**src/rtl/uart_pkg.sv**
```systemverilog
// ============================================================================
// uart_pkg : shared UART framing constants and receiver state encoding
// Revision : 1.0
// ============================================================================
`default_nettype none

package uart_pkg;

    localparam logic UART_START_BIT = 1'b0;
    localparam logic UART_STOP_BIT  = 1'b1;
    localparam int   UART_DATA_BITS = 8;

    typedef enum logic [1:0] {
        RX_IDLE  = 2'd0,
        RX_START = 2'd1,
        RX_DATA  = 2'd2,
        RX_STOP  = 2'd3
    } uart_rx_state_t;

    function automatic logic maj3(input logic a, input logic b, input logic c);
        return (a & b) | (a & c) | (b & c);
    endfunction

endpackage

`default_nettype wire

```
**src/rtl/uart_sync.sv**
```systemverilog
// ============================================================================
// uart_sync : two-flop synchroniser for an asynchronous single-bit input
// Revision  : 1.0
// ============================================================================
`default_nettype none

module uart_sync #(
    parameter logic RST_VAL = 1'b1
) (
    input  logic clk_i,
    input  logic rst_ni,
    input  logic d_i,
    output logic q_o
);

    logic meta_q;
    logic sync_q;

    always_ff @(posedge clk_i or negedge rst_ni) begin
        if (!rst_ni) begin
            meta_q <= RST_VAL;
            sync_q <= RST_VAL;
        end else begin
            meta_q <= d_i;
            sync_q <= meta_q;
        end
    end

    assign q_o = sync_q;

endmodule

`default_nettype wire

```
**src/rtl/uart_rx.sv**
```systemverilog
// ============================================================================
// uart_rx  : 8N1 UART receiver with one-entry valid/ready holding register
//            Optional 2-of-3 majority sampling via UART_RX_MAJORITY_EN
// Revision : 1.0
// ============================================================================
`default_nettype none

module uart_rx
    import uart_pkg::*;
#(
    parameter int CLKS_PER_BIT = 16
) (
    input  logic       clk_i,
    input  logic       rst_ni,
    input  logic       en_i,
    input  logic       ser_i,
    output logic       data_valid_o,
    input  logic       data_ready_i,
    output logic [7:0] data_o,
    output logic       frame_err_o,
    output logic       overrun_o
);

    localparam int WND_W = $clog2(CLKS_PER_BIT);
    localparam int HALF  = CLKS_PER_BIT / 2;
`ifdef UART_RX_MAJORITY_EN
    localparam int MAJ_OFS = 1;
`else
    localparam int MAJ_OFS = 0;
`endif
    // Majority voting delays only the start decision; later decisions stay CLKS_PER_BIT apart.
    localparam logic [WND_W-1:0] START_TGT = WND_W'(HALF - 1 + MAJ_OFS);
    localparam logic [WND_W-1:0] BIT_TGT   = WND_W'(CLKS_PER_BIT - 1);

    if (CLKS_PER_BIT < 4) begin : g_cpb_too_small
        $error("uart_rx: CLKS_PER_BIT must be >= 4");
    end
`ifdef UART_RX_MAJORITY_EN
    if (CLKS_PER_BIT < 8) begin : g_cpb_too_small_maj
        $error("uart_rx: majority sampling needs CLKS_PER_BIT >= 8");
    end
`endif

    logic rx_s;
    logic smp;

    uart_sync #(.RST_VAL(1'b1)) u_sync (
        .clk_i  (clk_i),
        .rst_ni (rst_ni),
        .d_i    (ser_i),
        .q_o    (rx_s)
    );

`ifdef UART_RX_MAJORITY_EN
    logic [1:0] hist_q;

    always_ff @(posedge clk_i or negedge rst_ni) begin
        if (!rst_ni) begin
            hist_q <= 2'b11;
        end else begin
            hist_q <= {hist_q[0], rx_s};
        end
    end

    assign smp = maj3(hist_q[1], hist_q[0], rx_s);
`else
    assign smp = rx_s;
`endif

    uart_rx_state_t            state_q, state_d;
    logic [WND_W-1:0]          wnd_q, wnd_d;
    logic [2:0]                bit_q, bit_d;
    logic [UART_DATA_BITS-1:0] shreg_q, shreg_d;
    logic [7:0]                data_q, data_d;
    logic                      valid_q, valid_d;
    logic                      ferr_q, ferr_d;
    logic                      ovr_q, ovr_d;
    logic                      brk_q, brk_d;
    logic                      load;

    always_comb begin
        state_d = state_q;
        wnd_d   = wnd_q + WND_W'(1);
        bit_d   = bit_q;
        shreg_d = shreg_q;
        ferr_d  = 1'b0;
        ovr_d   = 1'b0;
        load    = 1'b0;
        // A held break must see the line high before a new start is accepted.
        brk_d   = brk_q & ~rx_s;

        if (!en_i) begin
            state_d = RX_IDLE;
            wnd_d   = '0;
        end else begin
            case (state_q)
                RX_IDLE: begin
                    wnd_d = '0;
                    if (rx_s == UART_START_BIT && !brk_q) begin
                        state_d = RX_START;
                    end
                end
                RX_START: begin
                    if (wnd_q == START_TGT) begin
                        wnd_d   = '0;
                        bit_d   = 3'd0;
                        state_d = (smp == UART_START_BIT) ? RX_DATA : RX_IDLE;
                    end
                end
                RX_DATA: begin
                    if (wnd_q == BIT_TGT) begin
                        wnd_d   = '0;
                        shreg_d = {smp, shreg_q[UART_DATA_BITS-1:1]};
                        bit_d   = bit_q + 3'd1;
                        if (bit_q == 3'(UART_DATA_BITS - 1)) begin
                            state_d = RX_STOP;
                        end
                    end
                end
                RX_STOP: begin
                    if (wnd_q == BIT_TGT) begin
                        wnd_d   = '0;
                        state_d = RX_IDLE;
                        if (smp == UART_STOP_BIT) begin
                            if (!valid_q || data_ready_i) begin
                                load = 1'b1;
                            end else begin
                                ovr_d = 1'b1;
                            end
                        end else begin
                            ferr_d = 1'b1;
                            brk_d  = 1'b1;
                        end
                    end
                end
                default: begin
                    state_d = RX_IDLE;
                    wnd_d   = '0;
                end
            endcase
        end

        data_d  = load ? shreg_q : data_q;
        valid_d = load | (valid_q & ~data_ready_i);
    end

    always_ff @(posedge clk_i or negedge rst_ni) begin
        if (!rst_ni) begin
            state_q <= RX_IDLE;
            wnd_q   <= '0;
            bit_q   <= 3'd0;
            shreg_q <= '0;
            data_q  <= 8'h00;
            valid_q <= 1'b0;
            ferr_q  <= 1'b0;
            ovr_q   <= 1'b0;
            brk_q   <= 1'b0;
        end else begin
            state_q <= state_d;
            wnd_q   <= wnd_d;
            bit_q   <= bit_d;
            shreg_q <= shreg_d;
            data_q  <= data_d;
            valid_q <= valid_d;
            ferr_q  <= ferr_d;
            ovr_q   <= ovr_d;
            brk_q   <= brk_d;
        end
    end

    assign data_valid_o = valid_q;
    assign data_o       = data_q;
    assign frame_err_o  = ferr_q;
    assign overrun_o    = ovr_q;

endmodule

`default_nettype wire

```
**config.mk**
```make
export PLATFORM = sky130hd
export DESIGN_NAME = uart_rx
export DESIGN_NICKNAME = d
export VERILOG_FILES = /design/src/rtl/uart_pkg.sv /design/src/rtl/uart_sync.sv /design/src/rtl/uart_rx.sv
export SDC_FILE = /design/constraint.sdc
export NUM_CORES = 1
export LEC_CHECK = 0
export BUFFER_PORTS_ARGS = -buffer_cell sky130_fd_sc_hd__buf_2
export CORE_UTILIZATION = 55
export DETAILED_ROUTE_END_ITERATION = 8
export PLACE_DENSITY_LB_ADDON = 0.3
export SLEW_MARGIN = 30
export SYNTH_ARGS = -nofsm -noshare
export SYNTH_HDL_FRONTEND = slang
export SYNTH_SLANG_ARGS = --single-unit
```
**constraint.sdc**
```tcl
create_clock -name clk_i -period 2.1 [get_ports clk_i]
set_clock_uncertainty 0.2 [all_clocks]
set_input_delay 0.105 -clock clk_i [delete_from_list [all_inputs] [get_ports clk_i]]
set_output_delay 0.105 -clock clk_i [all_outputs]
set_load 0.01 [all_outputs]
```
==> results.toml, run 1 <==
[clocking]
clk_pin_slew_ps = 90
clock_latency_ps = 320
post-cts-setup-buffers = 0
cts.sinks = 31
cts_htree_levels = 2
cts_root_buffer = "clkbuf_4"
clk_path_buf_depth = 2
cts_tree = "done"
cts_buffers = 5

[timing]
min_period_over_period = 0.939
final-setup-viol-count = 0
max_freq_ghz = 0.507
hold_viol = 0
finalSetupTns_ps = 0
whs_ps = 137
tightest_slew_ps = 653
maxSlewHeadroom = 0.564
report.final.slew_viol_count = 0
layout_min_cycle_time_ps = 1970
rsz0062_at_grt = "no"

[job]
cap_violations = 0

[placement]
post_dp_cell_area_um2 = 1410
dpl.cell_count = 140
gp_congestion = 0.805
port_buffers = 15
dp_hpwl_mm = 1.38

[setup_path]
path_cells = "ha_1 > nand3_2 > nor3b_4 > mux2_2"
critPathRequiredTime_ps = 2110
slowest_delay_ps = 450
critPathKind = "reg2reg"
cp_max_fo = 8
crit_path_start_kind = "register"
critical_path.slowest_cell = "nor3b_4"
crit_arrival_ps = 1980
cp-end-kind = "register"

[finish]
design_area_um2 = 1510
finalNonFillerCells = 152
drive_gt1_frac = 0.411
nets = 131
syn2layout_area_growth_pct = 14.9
antenna_cells = 0

[power_and_ir_drop]
power.density_nw_per_um2 = 659
p_leak_nw = 0.772
finalPower_uw = 996
ir_worst_vdd_mv = 0.491

[logic_synthesis]
synth-async-reset-ratio = 1.00
synth_edf_count = 0
yosysSeqAreaShare = 0.591
synth_area_per_cell_um2 = 13.3
synth_ff_type = "dfrtp_1"
synth.distinct_cells = 34
syn_nets = 107
synth-seq-cells = 31
ys_warn_count = 0
synth.cell_area_um2 = 1320
syn_inst = 99
synth.area.top_cells = "dfrtp_1, mux2_2, dfstp_2"
synth_top_area_share = 0.551
yosysTopAreaCell = "dfrtp_1"

[route]
drc = 0
detail-route-antenna-nets = 0
vias_per_cell = 5.41
wl_mm = 2.00
dr.pass1.iters = 4
num_vias = 822
wl_per_cell_um = 13.2
drt_iter0_drc = 18

[die]
io_pins = 16
initial_utilization = 0.589
fp.dieH_um = 50.9
dieArea_um2 = 2590
core-area_um2 = 2230
fp.dieW_um = 50.9
num_rows = 17

[outcome]
outcome = "finished, final reports clean"

[grt]
grt_pass1_wl_mm = 3.42
grt_pass1_vias = 776
grt_start_max_net_pins = 32
grt.total_usage = 0.192
antenna_found_initial = 0
overflow = 0

[hold_path]
hold_path.class = "in2async"
## cell families after synthesis
| kind of cell | count (synthesis) | synth area share |
|---|---|---|
| compound gates | 12 | 0.0618 |
| xor+xnor | 2 | 0.0133 |
| fa+ha+maj | 3 | 0.0285 |
| buf+inv | 9 | 0.0361 |
| flops | 31 | 0.591 |
| mux | 17 | 0.145 |
| simple gates | 25 | 0.124 |
## state kept, by name, summed over array words and instances (netlist names)
register       cells
overrun_o          1
data_valid_o       1
frame_err_o        1
wnd_q              4
brk_q              1
state_q            2
bit_q              3
data_o             8
shreg_q            8
u_sync.meta_q      1
u_sync.q_o         1
## power by group
part	internal [mW]	leakage, nW	switching (mW)
Clock	0.162	0.0353	0.187
Combinational	0.0158	0.312	0.0244
Sequential	0.603	0.425	0.00410
Total	0.781	0.772	0.215
## layer usage
metal,GRT usage,part of all wire,vias up
met5,0,0,-
met4,0.0972,0.020,0
met3,0.0893,0.051,6
met2,0.296,0.48,18
met1,0.223,0.45,402
li1,-,-,396
## critical path: cells and delay by family, from the launching register on
family | cells | cell delay, ps
adders and majority gates | 1 | 290
DFF | 1 | 370
muxes | 1 | 400
and+or+nand+nor | 2 | 600
## final timing paths
check | end | cells after the start | startpoint | slack (ps)
setup reg to reg | data_o[6] | 4 | wnd_q[0] | 130
max in group asynchronous | wnd_q[2] | 2 | rst_ni | 1140
setup / recovery | data_o[6] | 4 | wnd_q[0] | 130
hold / removal | data_o[2] | 2 | rst_ni | 140
hold reg to reg | u_sync.q_o | 0 | u_sync.meta_q | 160
min in group clk_i | u_sync.q_o | 0 | u_sync.meta_q | 160
## layout by cell type, fill, tap and decap left out, drive strengths merged, types with 3 or more instances in the layout
cell / n
nor2: 5
buf: 17
mux2: 17
nand3: 4
ha: 3
inv: 5
dlygate4sd3: 4
dfrtp: 29
clkbuf: 7
o21ai: 4
## area by class of cell
type | instances | area [µm²]
flip-flops and latches | 31 | 778
inverters | 5 | 18.8
well taps | 28 | 35.0
repair buffers | 21 | 130
clock buffers | 7 | 55.1
clock inverters | 1 | 5.00
fillers | 158 | 721
multi-input cells | 59 | 490
## synthesized netlist by cell type, drive strengths merged (2+ instances only)
cell type	number
ha	3
dfstp	2
inv	5
o21ai	4
nand3	4
nor2	5
nand2	2
a22o	2
a21oi	2
nor3	2
nor3b	2
clkbuf	2
buf	2
and3	2
mux2	17
dfrtp	29
## per-stage QoR
stage / setup slack (ps) / util
after floorplan: 298 / -
after global placement: 170 / 0.632
after global routing: 9.14 / 0.677
after detailed placement: 102 / 0.632
final: 128 / 0.677
after CTS: 83.0 / 0.677
## timing repair
action                    in CTS  in global routing
resized for setup              0                  0
hold endpoints to repair      38                  0
hold buffers                   4                  0
No activity file was read; power rests on OpenSTA's default activity.
==> run 2: changes to the inputs <==
--- a/config.mk
+++ b/config.mk
@@ -6,7 +6,8 @@
 export NUM_CORES = 1
 export LEC_CHECK = 0
 export BUFFER_PORTS_ARGS = -buffer_cell sky130_fd_sc_hd__buf_2
-export CORE_UTILIZATION = 55
+export CORE_ASPECT_RATIO = 2
+export CORE_UTILIZATION = 50
 export DETAILED_ROUTE_END_ITERATION = 8
 export PLACE_DENSITY_LB_ADDON = 0.3
 export SLEW_MARGIN = 30
==> constraint.sdc (replaced) <==
create_clock -name clk_i -period 1.7 [get_ports clk_i]
set_clock_uncertainty 0.2 [all_clocks]
set_input_delay 0.085 -clock clk_i [delete_from_list [all_inputs] [get_ports clk_i]]
set_output_delay 0.085 -clock clk_i [all_outputs]
set_load 0.01 [all_outputs]
==> results.toml, run 2 (synthesis results as in run 1) <==
[outcome]
outcome = "finished with violations"
violations = "negative setup slack"

[grt]
grt_pass1_vias = 970
grt.total_usage = 0.235
antenna_found_initial = 0
grt_pass1_wl_mm = 4.51
grt_start_max_net_pins = 32
overflow = 0

[route]
drc = 0
detail-route-antenna-nets = 0
wl_mm = 2.81
num_vias = 906
drt_iter0_drc = 30
dr.pass1.iters = 3
wl_per_cell_um = 17.1
vias_per_cell = 5.52

[finish]
syn2layout_area_growth_pct = 33.4
finalNonFillerCells = 164
drive_gt1_frac = 0.493
antenna_cells = 0
final_cell_mix = "dfrtp_1, mux2_4, buf_2, buf_4, clkbuf_8"
design_area_um2 = 1760
nets = 143
final_common_cell = "dfrtp_1"

[clocking]
cts_tree = "done"
cts.sinks = 31
clock_latency_ps = 280
cts_buffers = 5
cts_root_buffer = "clkbuf_8"
clk_pin_slew_ps = 60
cts_htree_levels = 2
clk_path_buf_depth = 2

[setup_path]
startpoint = "u_sync.q_o"
cp-end-kind = "register"
path_cells = "nand4_1 > nor3b_4 > buf_12 > mux2_4"
crit_arrival_ps = 1690
rr_startpoint = "u_sync.q_o"
crit_path_start_kind = "register"
slowest_delay_ps = 530
critPathRequiredTime_ps = 1660
critical-path-top-delay-family = "flip-flops"
critPathKind = "reg2reg"
critPathBufInv = 1
critical_path.slowest_cell = "dfstp_2"
cp_max_fo = 8

[timing]
setup_ws_ps = -34.5
maxSlewHeadroom = 0.556
whs_ps = 81.5
final-setup-viol-count = 8
tightest_slew_ps = 666
min_period_over_period = 1.02
report.final.slew_viol_count = 0
max_freq_ghz = 0.577
layout_min_cycle_time_ps = 1730
hold_viol = 0
rsz0062_at_grt = "yes"
finalSetupTns_ps = -231

[die]
core-area_um2 = 2540
fp.dieW_um = 38.3
initial_utilization = 0.519
dieArea_um2 = 2850
io_pins = 16
num_rows = 26
fp.dieH_um = 74.6

[hold_path]
hold_path.class = "in2reg"
hold_start = "en_i"

[power_and_ir_drop]
p_leak_nw = 0.862
ir_worst_vdd_mv = 0.849
power.density_nw_per_um2 = 822

[placement]
port_buffers = 15
post_dp_cell_area_um2 = 1530
dpl.cell_count = 149
dp_hpwl_mm = 1.81
gp_congestion = 0.745

[job]
cap_violations = 0
run 2: cell count changes in the layout (fill, tap and decap cells not counted), moves of 5 or more:
cell,change
mux2_2,-16
mux2_4,+16
clkbuf_8,+6
clkbuf_4,-5
buf_4,+9
run 2: worst reg2reg max path, stage by stage (launching register included):
cell     delay [ps]
dfstp_2         530
nand4_1         160
nor3b_4         260
buf_12          170
mux2_4          300
run 2: per-stage QoR:
stage | util | setup slack [ps] | power (mW)
6_report | 0.692 | -34.5 | 1.44
5_1_grt | 0.692 | -79.3 | 1.50
4_1_cts | 0.674 | -66.9 | 1.45
3_5_place_dp | 0.602 | -58.4 | 0.815
3_3_place_gp | 0.602 | 10.3 | 0.812
2_1_floorplan | - | -34.3 | 0.783
run 2: timing repair:
action / 4_1_cts / 5_1_grt
cloned: 1 / 0
buffers inserted: 0 / 2
hold endpoints to repair: 38 / 0
pin swaps: 1 / 2
endpoints found under the setup margin: 15 / 15
gates resized for setup: 9 / 8
hold buffers: 4 / 0
run 2: path summary, 6_finish.rpt:
kind	endpoint	cells past startpoint	slack [ps]
worst max register to register	data_o[6]	4	-30
worst max-delay path	data_o[6]	4	-30
worst min register to register	u_sync.q_o	0	160
worst min-delay path	bit_q[0]	3	80
max in group asynchronous	state_q[0]	2	660
min in group asynchronous	bit_q[0]	2	170
run 2: layout make-up:
cell class                      count  area, µm²
Multi-Input combinational cell     60        592
Fill cell                         188        782
Timing Repair Buffer               32        229
Clock buffer                        8        100
Inverter                            5       18.8
Sequential cell                    31        781
Tap cell                           28       35.0
run 2: layer usage:
| layer | vias to the layer above | share of wire | GRT usage |
|---|---|---|---|
| met5 | - | 0 | 0 |
| met4 | 0 | 0.024 | 0.119 |
| met3 | 8 | 0.030 | 0.0687 |
| met2 | 17 | 0.57 | 0.395 |
| met1 | 461 | 0.37 | 0.257 |
| li1 | 420 | - | - |
run 2: power by group:
part | leakage [nW] | total [mW] | switching [mW] | internal [mW]
Sequential | 0.422 | 0.754 | 0.00734 | 0.747
Clock | 0.0515 | 0.629 | 0.260 | 0.369
Combinational | 0.389 | 0.0593 | 0.0335 | 0.0258
Total | 0.862 | 1.44 | 0.301 | 1.14
==> run 3: changes to the inputs <==
--- a/config.mk
+++ b/config.mk
@@ -10,6 +10,7 @@
 export CORE_UTILIZATION = 50
 export DETAILED_ROUTE_END_ITERATION = 8
 export PLACE_DENSITY_LB_ADDON = 0.3
+export RECOVER_POWER = 25
 export SLEW_MARGIN = 30
 export SYNTH_ARGS = -nofsm -noshare
 export SYNTH_HDL_FRONTEND = slang
==> results.toml, run 3 (synthesis results as in run 1) <==
[route]
wl_per_cell_um = 17.2
num_vias = 904
drt_iter0_drc = 27
vias_per_cell = 5.51
detail-route-antenna-nets = 0
drc = 0
dr.pass1.iters = 3
wl_mm = 2.82

[setup_path]
worst-r2r-setup-slack_ps = -30
critical-path-top-delay-family = "flip-flops"
crit_arrival_ps = 1690
critPathBufInv = 1
cp_max_fo = 8
slowest_delay_ps = 530
critPathRequiredTime_ps = 1660
critPathKind = "reg2reg"
cp-end-kind = "register"
path_cells = "nand4_1 > nor3b_4 > buf_12 > mux2_4"
critical_path.slowest_cell = "dfstp_2"
crit_path_start_kind = "register"

[power_and_ir_drop]
p_leak_nw = 0.818
ir_worst_vdd_mv = 0.850
finalPower_mw = 1.44
power.density_nw_per_um2 = 827

[clocking]
cts_htree_levels = 2
cts_tree = "done"
clock_latency_ps = 280
clk_pin_slew_ps = 60
cts.sinks = 31
clk_path_buf_depth = 2
cts_buffers = 5
cts_root_buffer = "clkbuf_8"

[hold_path]
hold_path.class = "in2reg"

[timing]
layout_min_cycle_time_ps = 1730
report.final.slew_viol_count = 0
max_freq_ghz = 0.577
rsz0062_at_grt = "yes"
hold_viol = 0
tightest_slew_ps = 741
min_period_over_period = 1.02
finalSetupTns_ps = -228
final-setup-viol-count = 8
maxSlewHeadroom = 0.506
setup_ws_ps = -34.4

[finish]
final_common_cell = "dfrtp_1"
final_cell_mix = "dfrtp_1, mux2_4, clkbuf_1, buf_4, clkbuf_8"
multi_input_area_um2 = 592
syn2layout_area_growth_pct = 32.4
ff_latch_area_um2 = 781
drive_gt1_frac = 0.419
antenna_cells = 0
fillCellCount = 197
utilization = 0.687
nets = 143

[outcome]
violations = "negative setup slack"
outcome = "finished with violations"

[die]
fp.dieW_um = 38.3
num_rows = 26
core-area_um2 = 2540
initial_utilization = 0.519
dieArea_um2 = 2850
fp.dieH_um = 74.6
io_pins = 16

[grt]
overflow = 0
grt_start_max_net_pins = 32
grt.total_usage = 0.235
grt_pass1_vias = 970
grt_pass1_wl_mm = 4.51
antenna_found_initial = 0

[placement]
port_buffers = 15
dp_hpwl_mm = 1.81
gp_congestion = 0.745

[job]
cap_violations = 0
==> run 3: changes by cell type in the layout (fill, tap and decap cells not counted), sizes merged <==
cell | previous run | this run
buf | 28 | 17
clkbuf | 8 | 19
==> run 3: power by group <==
part	internal, mW	leakage, nW	switching (mW)
logic	0.0258	0.345	0.0335
registers	0.747	0.422	0.00734
clock network	0.369	0.0515	0.259
==> run 3: metrics by stage <==
step                setup slack (ps)  hold WS [ps]  cell area [µm²]  cells
floorplan                      -34.3          -411             1360     99
CTS                            -66.9          67.7             1710    162
global placement                10.3         -57.1             1530    149
global route                   -79.3          77.8             1740    164
finish                         -34.4          81.2             1740    164
detailed placement             -58.4         -38.7             1530    149
==> run 3: area by class of cell <==
type	instances	share of cell area
inverter	5	0.0108
multi-input combinational	60	0.340
timing repair buffer	32	0.124
clock buffer	8	0.0574
tap	28	0.0201
sequential	31	0.448
==> run 3: worst paths after layout <==
kind                          startpoint    endpoint  depth (start not counted)
max                           u_sync.q_o   data_o[6]                          4
min                                 en_i    bit_q[0]                          3
max reg2reg                   u_sync.q_o   data_o[6]                          4
min reg2reg                u_sync.meta_q  u_sync.q_o                          0
max in group asynchronous         rst_ni  state_q[0]                          2
min in group asynchronous         rst_ni    bit_q[0]                          2
==> run 3: what timing repair did <==
action / 4_1_cts / 5_1_grt
buffers inserted: 0 / 2
gates resized for setup: 9 / 8
pin swaps: 1 / 2
hold endpoints to repair: 38 / 0
setup endpoints to repair: 15 / 15
gates cloned: 1 / 0
hold buffers: 4 / 0
==> run 3: routing by layer <==
metal	vias up	share of wire	global-route usage
met5	-	0	0
met4	0	0.024	0.119
met3	8	0.030	0.0687
met2	17	0.57	0.395
met1	460	0.38	0.257
li1	419	-	-
==> run 3: worst reg2reg max path, cell delays in order, from the launching register on <==
cell	delay (ps)
dfstp_2	530
nand4_1	160
nor3b_4	260
buf_12	170
mux2_4	300
